### config.mk
export PLATFORM = sky130hd
export DESIGN_NAME = id_stage_pipe
export DESIGN_NICKNAME = d
export VERILOG_FILES = /design/src/rtl/id_stage_pipe.sv
export SDC_FILE = /design/constraint.sdc
export NUM_CORES = 2
export LEC_CHECK = 0
export CORE_MARGIN = 4
export CORE_UTILIZATION = 51
export CTS_CLUSTER_SIZE = 24
export DETAILED_ROUTE_END_ITERATION = 8
export PLACE_DENSITY = 0.69
export SYNTH_ARGS = -nofsm -noshare
export SYNTH_HDL_FRONTEND = slang
export SYNTH_SLANG_ARGS = --single-unit
### constraint.sdc
create_clock -name clk -period 6.34 [get_ports clk]
set_input_delay 0.951 -clock clk [delete_from_list [all_inputs] [get_ports clk]]
set_output_delay 0.951 -clock clk [all_outputs]
set_load 0.03 [all_outputs]
### src/rtl/id_stage_pipe.sv
// RV instruction-decode stage: register file, immediate generation, control decode,
// load-use hazard detection, JAL resolution and the ID/EX pipeline register.
// Latency: one cycle from ID inputs to the ex_* outputs. stall_out, jump_taken and jump_target are combinational.
// Backpressure: stall_out holds PC and IF/ID and inserts one bubble. ex_flush kills the instruction in ID.
//
// Ports:
//   clk, reset_n                      clock and async active-low reset
//   if_valid, if_pc, if_instr         instruction currently in ID
//   wb_we, wb_addr, wb_data           register-file write port from WB
//   ex_flush                          EX mispredict; squash the ID instruction
//   stall_out, jump_taken, jump_target  hazard stall and JAL redirect
//   ex_*                              ID/EX register contents
//   ctrl_wb {MemtoReg,RegWrite}, ctrl_m {MemRead,MemWrite}, ctrl_ex {ALUSrc,ALUOp[2:0]}

module id_stage_pipe #(
    parameter int XLEN      = 64,
    parameter int NREGS     = 32,
    parameter bit BYPASS_EN = 1'b1
) (
    input  logic            clk,
    input  logic            reset_n,
    input  logic            if_valid,
    input  logic [XLEN-1:0] if_pc,
    input  logic [31:0]     if_instr,
    input  logic            wb_we,
    input  logic [4:0]      wb_addr,
    input  logic [XLEN-1:0] wb_data,
    input  logic            ex_flush,
    output logic            stall_out,
    output logic            jump_taken,
    output logic [XLEN-1:0] jump_target,
    output logic            ex_valid,
    output logic [XLEN-1:0] ex_pc,
    output logic [XLEN-1:0] ex_rs1_data,
    output logic [XLEN-1:0] ex_rs2_data,
    output logic [XLEN-1:0] ex_imm,
    output logic [4:0]      ex_rs1,
    output logic [4:0]      ex_rs2,
    output logic [4:0]      ex_rd,
    output logic            ex_mem_read,
    output logic [1:0]      ctrl_wb,
    output logic [1:0]      ctrl_m,
    output logic [3:0]      ctrl_ex,
    output logic            ex_illegal
);

    localparam int AW = $clog2(NREGS);

    localparam logic [6:0] OP_R      = 7'b0110011;
    localparam logic [6:0] OP_IMM    = 7'b0010011;
    localparam logic [6:0] OP_LOAD   = 7'b0000011;
    localparam logic [6:0] OP_STORE  = 7'b0100011;
    localparam logic [6:0] OP_BRANCH = 7'b1100011;
    localparam logic [6:0] OP_JALR   = 7'b1100111;
    localparam logic [6:0] OP_JAL    = 7'b1101111;
    localparam logic [6:0] OP_LUI    = 7'b0110111;
    localparam logic [6:0] OP_AUIPC  = 7'b0010111;

    localparam logic [2:0] ALU_ADD = 3'b000;
    localparam logic [2:0] ALU_SUB = 3'b001;
    localparam logic [2:0] ALU_AND = 3'b010;
    localparam logic [2:0] ALU_OR  = 3'b011;
    localparam logic [2:0] ALU_SLL = 3'b100;
    localparam logic [2:0] ALU_SLT = 3'b101;

    typedef struct packed {
        logic       mem_to_reg;
        logic       reg_write;
        logic       mem_read;
        logic       mem_write;
        logic       alu_src;
        logic [2:0] alu_op;
    } ctrl_t;

    function automatic logic [XLEN-1:0] sext(input logic [31:0] v);
        return XLEN'($signed(v));
    endfunction

    // ------------------------------------------------------------------
    // Instruction fields and immediates
    // ------------------------------------------------------------------
    logic [6:0] opcode;
    logic [4:0] rd;
    logic [4:0] rs1;
    logic [4:0] rs2;
    logic [2:0] funct3;

    assign opcode = if_instr[6:0];
    assign rd     = if_instr[11:7];
    assign funct3 = if_instr[14:12];
    assign rs1    = if_instr[19:15];
    assign rs2    = if_instr[24:20];

    logic [31:0] imm_i;
    logic [31:0] imm_s;
    logic [31:0] imm_b;
    logic [31:0] imm_u;
    logic [31:0] imm_j;

    assign imm_i = {{20{if_instr[31]}}, if_instr[31:20]};
    assign imm_s = {{20{if_instr[31]}}, if_instr[31:25], if_instr[11:7]};
    assign imm_b = {{19{if_instr[31]}}, if_instr[31], if_instr[7], if_instr[30:25],
                    if_instr[11:8], 1'b0};
    assign imm_u = {if_instr[31:12], 12'b0};
    assign imm_j = {{11{if_instr[31]}}, if_instr[31], if_instr[19:12], if_instr[20],
                    if_instr[30:21], 1'b0};

    // ------------------------------------------------------------------
    // Control decode
    // ------------------------------------------------------------------
    ctrl_t       ctrl_d;
    logic        illegal_op;
    logic        uses_rs1;
    logic        uses_rs2;
    logic [31:0] imm_sel;
    logic [2:0]  r_alu_op;

    always_comb begin
        r_alu_op = ALU_ADD;
        case (funct3)
            3'b000:  r_alu_op = if_instr[30] ? ALU_SUB : ALU_ADD;
            3'b001:  r_alu_op = ALU_SLL;
            3'b010:  r_alu_op = ALU_SLT;
            3'b110:  r_alu_op = ALU_OR;
            3'b111:  r_alu_op = ALU_AND;
            default: r_alu_op = ALU_ADD;
        endcase
    end

    always_comb begin
        ctrl_d     = '0;
        illegal_op = 1'b0;
        uses_rs1   = 1'b1;
        uses_rs2   = 1'b0;
        imm_sel    = '0;
        case (opcode)
            OP_R: begin
                ctrl_d.reg_write = 1'b1;
                ctrl_d.alu_op    = r_alu_op;
                uses_rs2         = 1'b1;
            end
            OP_IMM: begin
                ctrl_d.reg_write = 1'b1;
                ctrl_d.alu_src   = 1'b1;
                imm_sel          = imm_i;
            end
            OP_LOAD: begin
                ctrl_d.mem_to_reg = 1'b1;
                ctrl_d.reg_write  = 1'b1;
                ctrl_d.mem_read   = 1'b1;
                ctrl_d.alu_src    = 1'b1;
                imm_sel           = imm_i;
            end
            OP_STORE: begin
                ctrl_d.mem_write = 1'b1;
                ctrl_d.alu_src   = 1'b1;
                uses_rs2         = 1'b1;
                imm_sel          = imm_s;
            end
            OP_BRANCH: begin
                ctrl_d.alu_op = ALU_SUB;
                uses_rs2      = 1'b1;
                imm_sel       = imm_b;
            end
            OP_JALR: begin
                ctrl_d.reg_write = 1'b1;
                ctrl_d.alu_src   = 1'b1;
                imm_sel          = imm_i;
            end
            OP_JAL: begin
                ctrl_d.reg_write = 1'b1;
                uses_rs1         = 1'b0;
                imm_sel          = imm_j;
            end
            OP_LUI, OP_AUIPC: begin
                // U-type immediates are generated but the opcodes are not executed here.
                illegal_op = 1'b1;
                uses_rs1   = 1'b0;
                imm_sel    = imm_u;
            end
            default: begin
                illegal_op = 1'b1;
                uses_rs1   = 1'b0;
            end
        endcase
    end

    // Only indices the instruction actually reads are range-checked, so that
    // immediate bits sitting in the rs2 field never raise a false illegal.
    logic bad_idx;
    assign bad_idx = (uses_rs1 && (int'(rs1) >= NREGS)) ||
                     (uses_rs2 && (int'(rs2) >= NREGS));

    // ------------------------------------------------------------------
    // Register file
    // ------------------------------------------------------------------
    logic [XLEN-1:0] regs [NREGS];

    always_ff @(posedge clk or negedge reset_n) begin
        if (!reset_n) begin
            for (int i = 0; i < NREGS; i++) begin
                regs[i] <= '0;
            end
        end else if (wb_we && (wb_addr != 5'd0) && (int'(wb_addr) < NREGS)) begin
            regs[wb_addr[AW-1:0]] <= wb_data;
        end
    end

    logic [XLEN-1:0] rs1_val;
    logic [XLEN-1:0] rs2_val;

    always_comb begin
        rs1_val = '0;
        if ((rs1 != 5'd0) && (int'(rs1) < NREGS)) begin
            if (BYPASS_EN && wb_we && (wb_addr == rs1)) begin
                rs1_val = wb_data;
            end else begin
                rs1_val = regs[rs1[AW-1:0]];
            end
        end
    end

    always_comb begin
        rs2_val = '0;
        if ((rs2 != 5'd0) && (int'(rs2) < NREGS)) begin
            if (BYPASS_EN && wb_we && (wb_addr == rs2)) begin
                rs2_val = wb_data;
            end else begin
                rs2_val = regs[rs2[AW-1:0]];
            end
        end
    end

    // ------------------------------------------------------------------
    // Hazard detection and JAL redirect
    // ------------------------------------------------------------------
    // The load in EX is known from the registered ID/EX state; the bubble it
    // creates clears ex_valid, so the stall lasts exactly one cycle.
    assign stall_out = reset_n && if_valid && ex_valid && ex_mem_read && (ex_rd != 5'd0) &&
                       ((ex_rd == rs1) || (uses_rs2 && (ex_rd == rs2)));

    assign jump_taken  = reset_n && if_valid && (opcode == OP_JAL) && !stall_out && !ex_flush;
    assign jump_target = if_pc + sext(imm_j);

    // ------------------------------------------------------------------
    // ID/EX register
    // ------------------------------------------------------------------
    ctrl_t ctrl_q;

    always_ff @(posedge clk or negedge reset_n) begin
        if (!reset_n) begin
            ex_valid    <= 1'b0;
            ex_pc       <= '0;
            ex_rs1_data <= '0;
            ex_rs2_data <= '0;
            ex_imm      <= '0;
            ex_rs1      <= '0;
            ex_rs2      <= '0;
            ex_rd       <= '0;
            ctrl_q      <= '0;
            ex_illegal  <= 1'b0;
        end else begin
            // Datapath fields always load; valid and control decide whether they matter.
            ex_pc       <= if_pc;
            ex_rs1_data <= rs1_val;
            ex_rs2_data <= rs2_val;
            ex_imm      <= sext(imm_sel);
            ex_rs1      <= rs1;
            ex_rs2      <= rs2;
            ex_rd       <= rd;
            if (ex_flush || stall_out || !if_valid) begin
                ex_valid   <= 1'b0;
                ctrl_q     <= '0;
                ex_illegal <= 1'b0;
            end else begin
                ex_valid   <= 1'b1;
                ctrl_q     <= ctrl_d;
                ex_illegal <= illegal_op || bad_idx;
            end
        end
    end

    assign ex_mem_read = ctrl_q.mem_read;
    assign ctrl_wb     = {ctrl_q.mem_to_reg, ctrl_q.reg_write};
    assign ctrl_m      = {ctrl_q.mem_read, ctrl_q.mem_write};
    assign ctrl_ex     = {ctrl_q.alu_src, ctrl_q.alu_op};

endmodule

==> key figures <==
Routing
  – Antenna-violating nets left: 0
  – Total Wirelength: 370000 um
  – Pre-antenna DRT Iters: 5
  – First-iteration detailed-routing DRC count: 6836
  – Vias: 74000
  – DR WL/cell: 33.4 um
  – DR DRC count: 0
  – Vias/cell: 6.69

Timing
  – Fin. Hold Viols: 0
  – Relative slew slack: 0.0329
  – Setup TNS after final layout: 0 ps
  – Fin. max-slew vios: 0
  – Endpoints failing setup: 0
  – Final Skew: 40.7 ps
  – Period utilization: 0.984
  – Slew @ Worst Pin: 1450 ps
  – Fin crit period: 6240 ps
  – Achievable frequency: 160 MHz
  – RSZ-0062 raised after global routing: no

Floorplan
  – # rows: 177
  – Io pins: 518
  – Area of the core: 0.233 sq mm
  – Starting Density: 0.514
  – Die area: 0.243 sq mm
  – Die height: 493 um
  – Chip Width: 493 um

Placed design
  – GPL Wtd Cong: 0.928
  – Cell area after placement: 0.128 sq mm
  – Post-DP HPWL: 213000 um
  – Buffers on Ports: 517
  – Dpl cells: 10600

Logic synthesis
  – Syn Area/Cell: 15.7 sq um
  – Net Count, Synth: 7889
  – Ys async rst share: 1.00
  – Area contributors post-synth: dfrtp_1 48%, mux4_2 23%, mux2_2 19%
  – Synth area leader: dfrtp_1
  – Main synth FF type: dfrtp_1
  – Yosys cell types: 71
  – Synth Cell Area: 0.120 sq mm
  – Gate Count Post-Synth: 7656
  – Sequential area share after synthesis: 0.479
  – Synth Register Bits: 2296
  – Ys Warns: 0
  – Post-synth EDFFs: 0
  – Post-synth top area share: 0.479

GRT
  – Number of global-route vias before repair: 77100
  – Tot GR Track Use: 0.305
  – GRT overflow: 0
  – First-pass GRT wire length: 546000 um
  – Largest net degree at the start of global routing: 204
  – Antenna violations before repair: 27

Finish
  – Nets: 7954
  – Area growth, synth to finish: 13.2%
  – Final Cell Area: 0.136 sq mm
  – Post-layout util: 0.582
  – Most frequent cells in the layout: 2296 x dfrtp_1, 1985 x mux2_2, 1249 x mux4_2
  – Share of cells above drive strength 1: 0.491
  – Commonest non-fill, non-tap cell in the layout: dfrtp_1
  – Final cell count without fillers: 11100

Clock network
  – Number of setup buffers added after CTS: 0
  – Clk sinks: 2296
  – CTS Buffer Depth: 3
  – CTS tree: yes
  – CTS Buf Count: 238
  – Skew-Pair Late Insertion Delay: 910 ps
  – CTS clk-pin slew, worst paths: 60 ps
  – CTS Hold Bufs: 0
  – CTS root buffer: clkbuf_16
  – H-Tree Depth: 4

Worst hold path
  – Worst hold path class: input port to asynchronous set/reset pin

Worst setup path
  – RR Startpoint: ex_rd[1]$_DFF_PN0_
  – CP Data Required Time: 5390 ps
  – CP endpoint kind: output port
  – CP Launch Type: input port
  – Critical Path AT: 5290 ps
  – Crit path launch: if_pc[38]
  – Crit path kind: input port to output port
  – Max FO, Critical Path: 6

Power
  – Lkg Pwr: 0.0581 uW
  – Cell Pwr Density: 322 mW/mm^2
  – Maximum vdd drop: 0.000267 V

Job
  – Max-cap violations: 0

Run status
  – Status: completed
[registers in the layout, summed over array words and instances (netlist names), 5 cells and up]
register and count:
ex_imm 32, ex_pc 64, ex_rs2_data 64, ex_rs1_data 64
ex_rd 5, regs 2048, ex_rs2 5, ex_rs1 5
[through the flow]
step	total power (uW)	hold WS [ps]	worst slack, ps
floorplan	26000	441	1710
global placement	29000	376	14.6
detailed placement	29400	383	43.8
CTS	44000	39.2	28.1
global route	45500	78.4	60.5
finish	43800	49.6	104
[worst max-delay path, cell delays in order]
cell and delay (ps):
clkdlybuf4s50_1 460, ha_1 440, nand2_1 130, nor2_1 310, nor4b_1 850, nand2_1 140, a211oi_2 450, o21ai_1 290
o31ai_1 250, nor3b_1 230, clkdlybuf4s50_1 790
[logic make-up after synthesis]
family,count (synthesis),share of synthesized area
adders and majority gates,63,0.00663
xor gates and xnor gates,75,0.00547
buffers and inverters,906,0.0316
DFF,2296,0.479
AOI/OAI and AO/OA,476,0.0268
and+or+nand+nor,454,0.0176
muxes,3386,0.433
[cell usage after synthesis, types with 26 or more instances]
cell type and n:
a211oi_1 165, a21oi_1 124, ha_1 62, nor2_1 200, mux4_2 1249, dfrtp_1 2296
mux2_2 1985, a21o_1 42, buf_4 42, xnor2_1 39, clkbuf_1 608, nor3_1 31
o21ai_0 44, inv_1 26, buf_1 42, xor2_1 36, buf_2 187, nand2_1 92
mux2i_1 152
[power by group]
part | leakage (uW) | internal (uW) | total, uW | switching, uW
combinational | 0.0246 | 5750 | 9960 | 4210
sequential | 0.0294 | 17400 | 19300 | 1880
clock | 0.00404 | 8390 | 14500 | 6140
total | 0.0581 | 31500 | 43800 | 12200
[timing repair]
| item | CTS | global route |
|---|---|---|
| setup endpoints to repair | 0 | 4 |
| hold endpoints to repair | 0 | 0 |
| gates resized for setup | 0 | 4 |
[cell type report]
| type | count | area, sq um |
|---|---|---|
| timing repair buffer | 704 | 7140 |
| multi-input combinational | 4454 | 59100 |
| clock inverter | 91 | 1090 |
| clock buffer | 354 | 7050 |
| fill | 17800 | 97500 |
| inverter | 27 | 101 |
| tap | 3132 | 3920 |
| antenna | 17 | 42.5 |
| sequential | 2296 | 57500 |
[per-layer routing]
metal	vias up	GRT usage	routed length (um)
li1	29800	-	-
met1	40700	0.424	152000
met2	2886	0.489	179000
met3	646	0.0569	26300
met4	16	0.100	12700
met5	-	0	106
[final timing paths]
check	end	slack, ps	cells past startpoint
hold reg to reg	regs[2014]$_DFFE_PN0P_	390	0
setup reg to reg	ctrl_ex[2]$_DFF_PN0_	3460	6
hold / removal	ex_rs1_data[10]$_DFF_PN0_	50	1
setup / recovery	jump_target[63]	100	11
min in group clk	ex_rs2[1]$_DFF_PN0_	230	1
max in group asynchronous	regs[354]$_DFFE_PN0P_	3160	4
(Power assumes the default switching activity.)
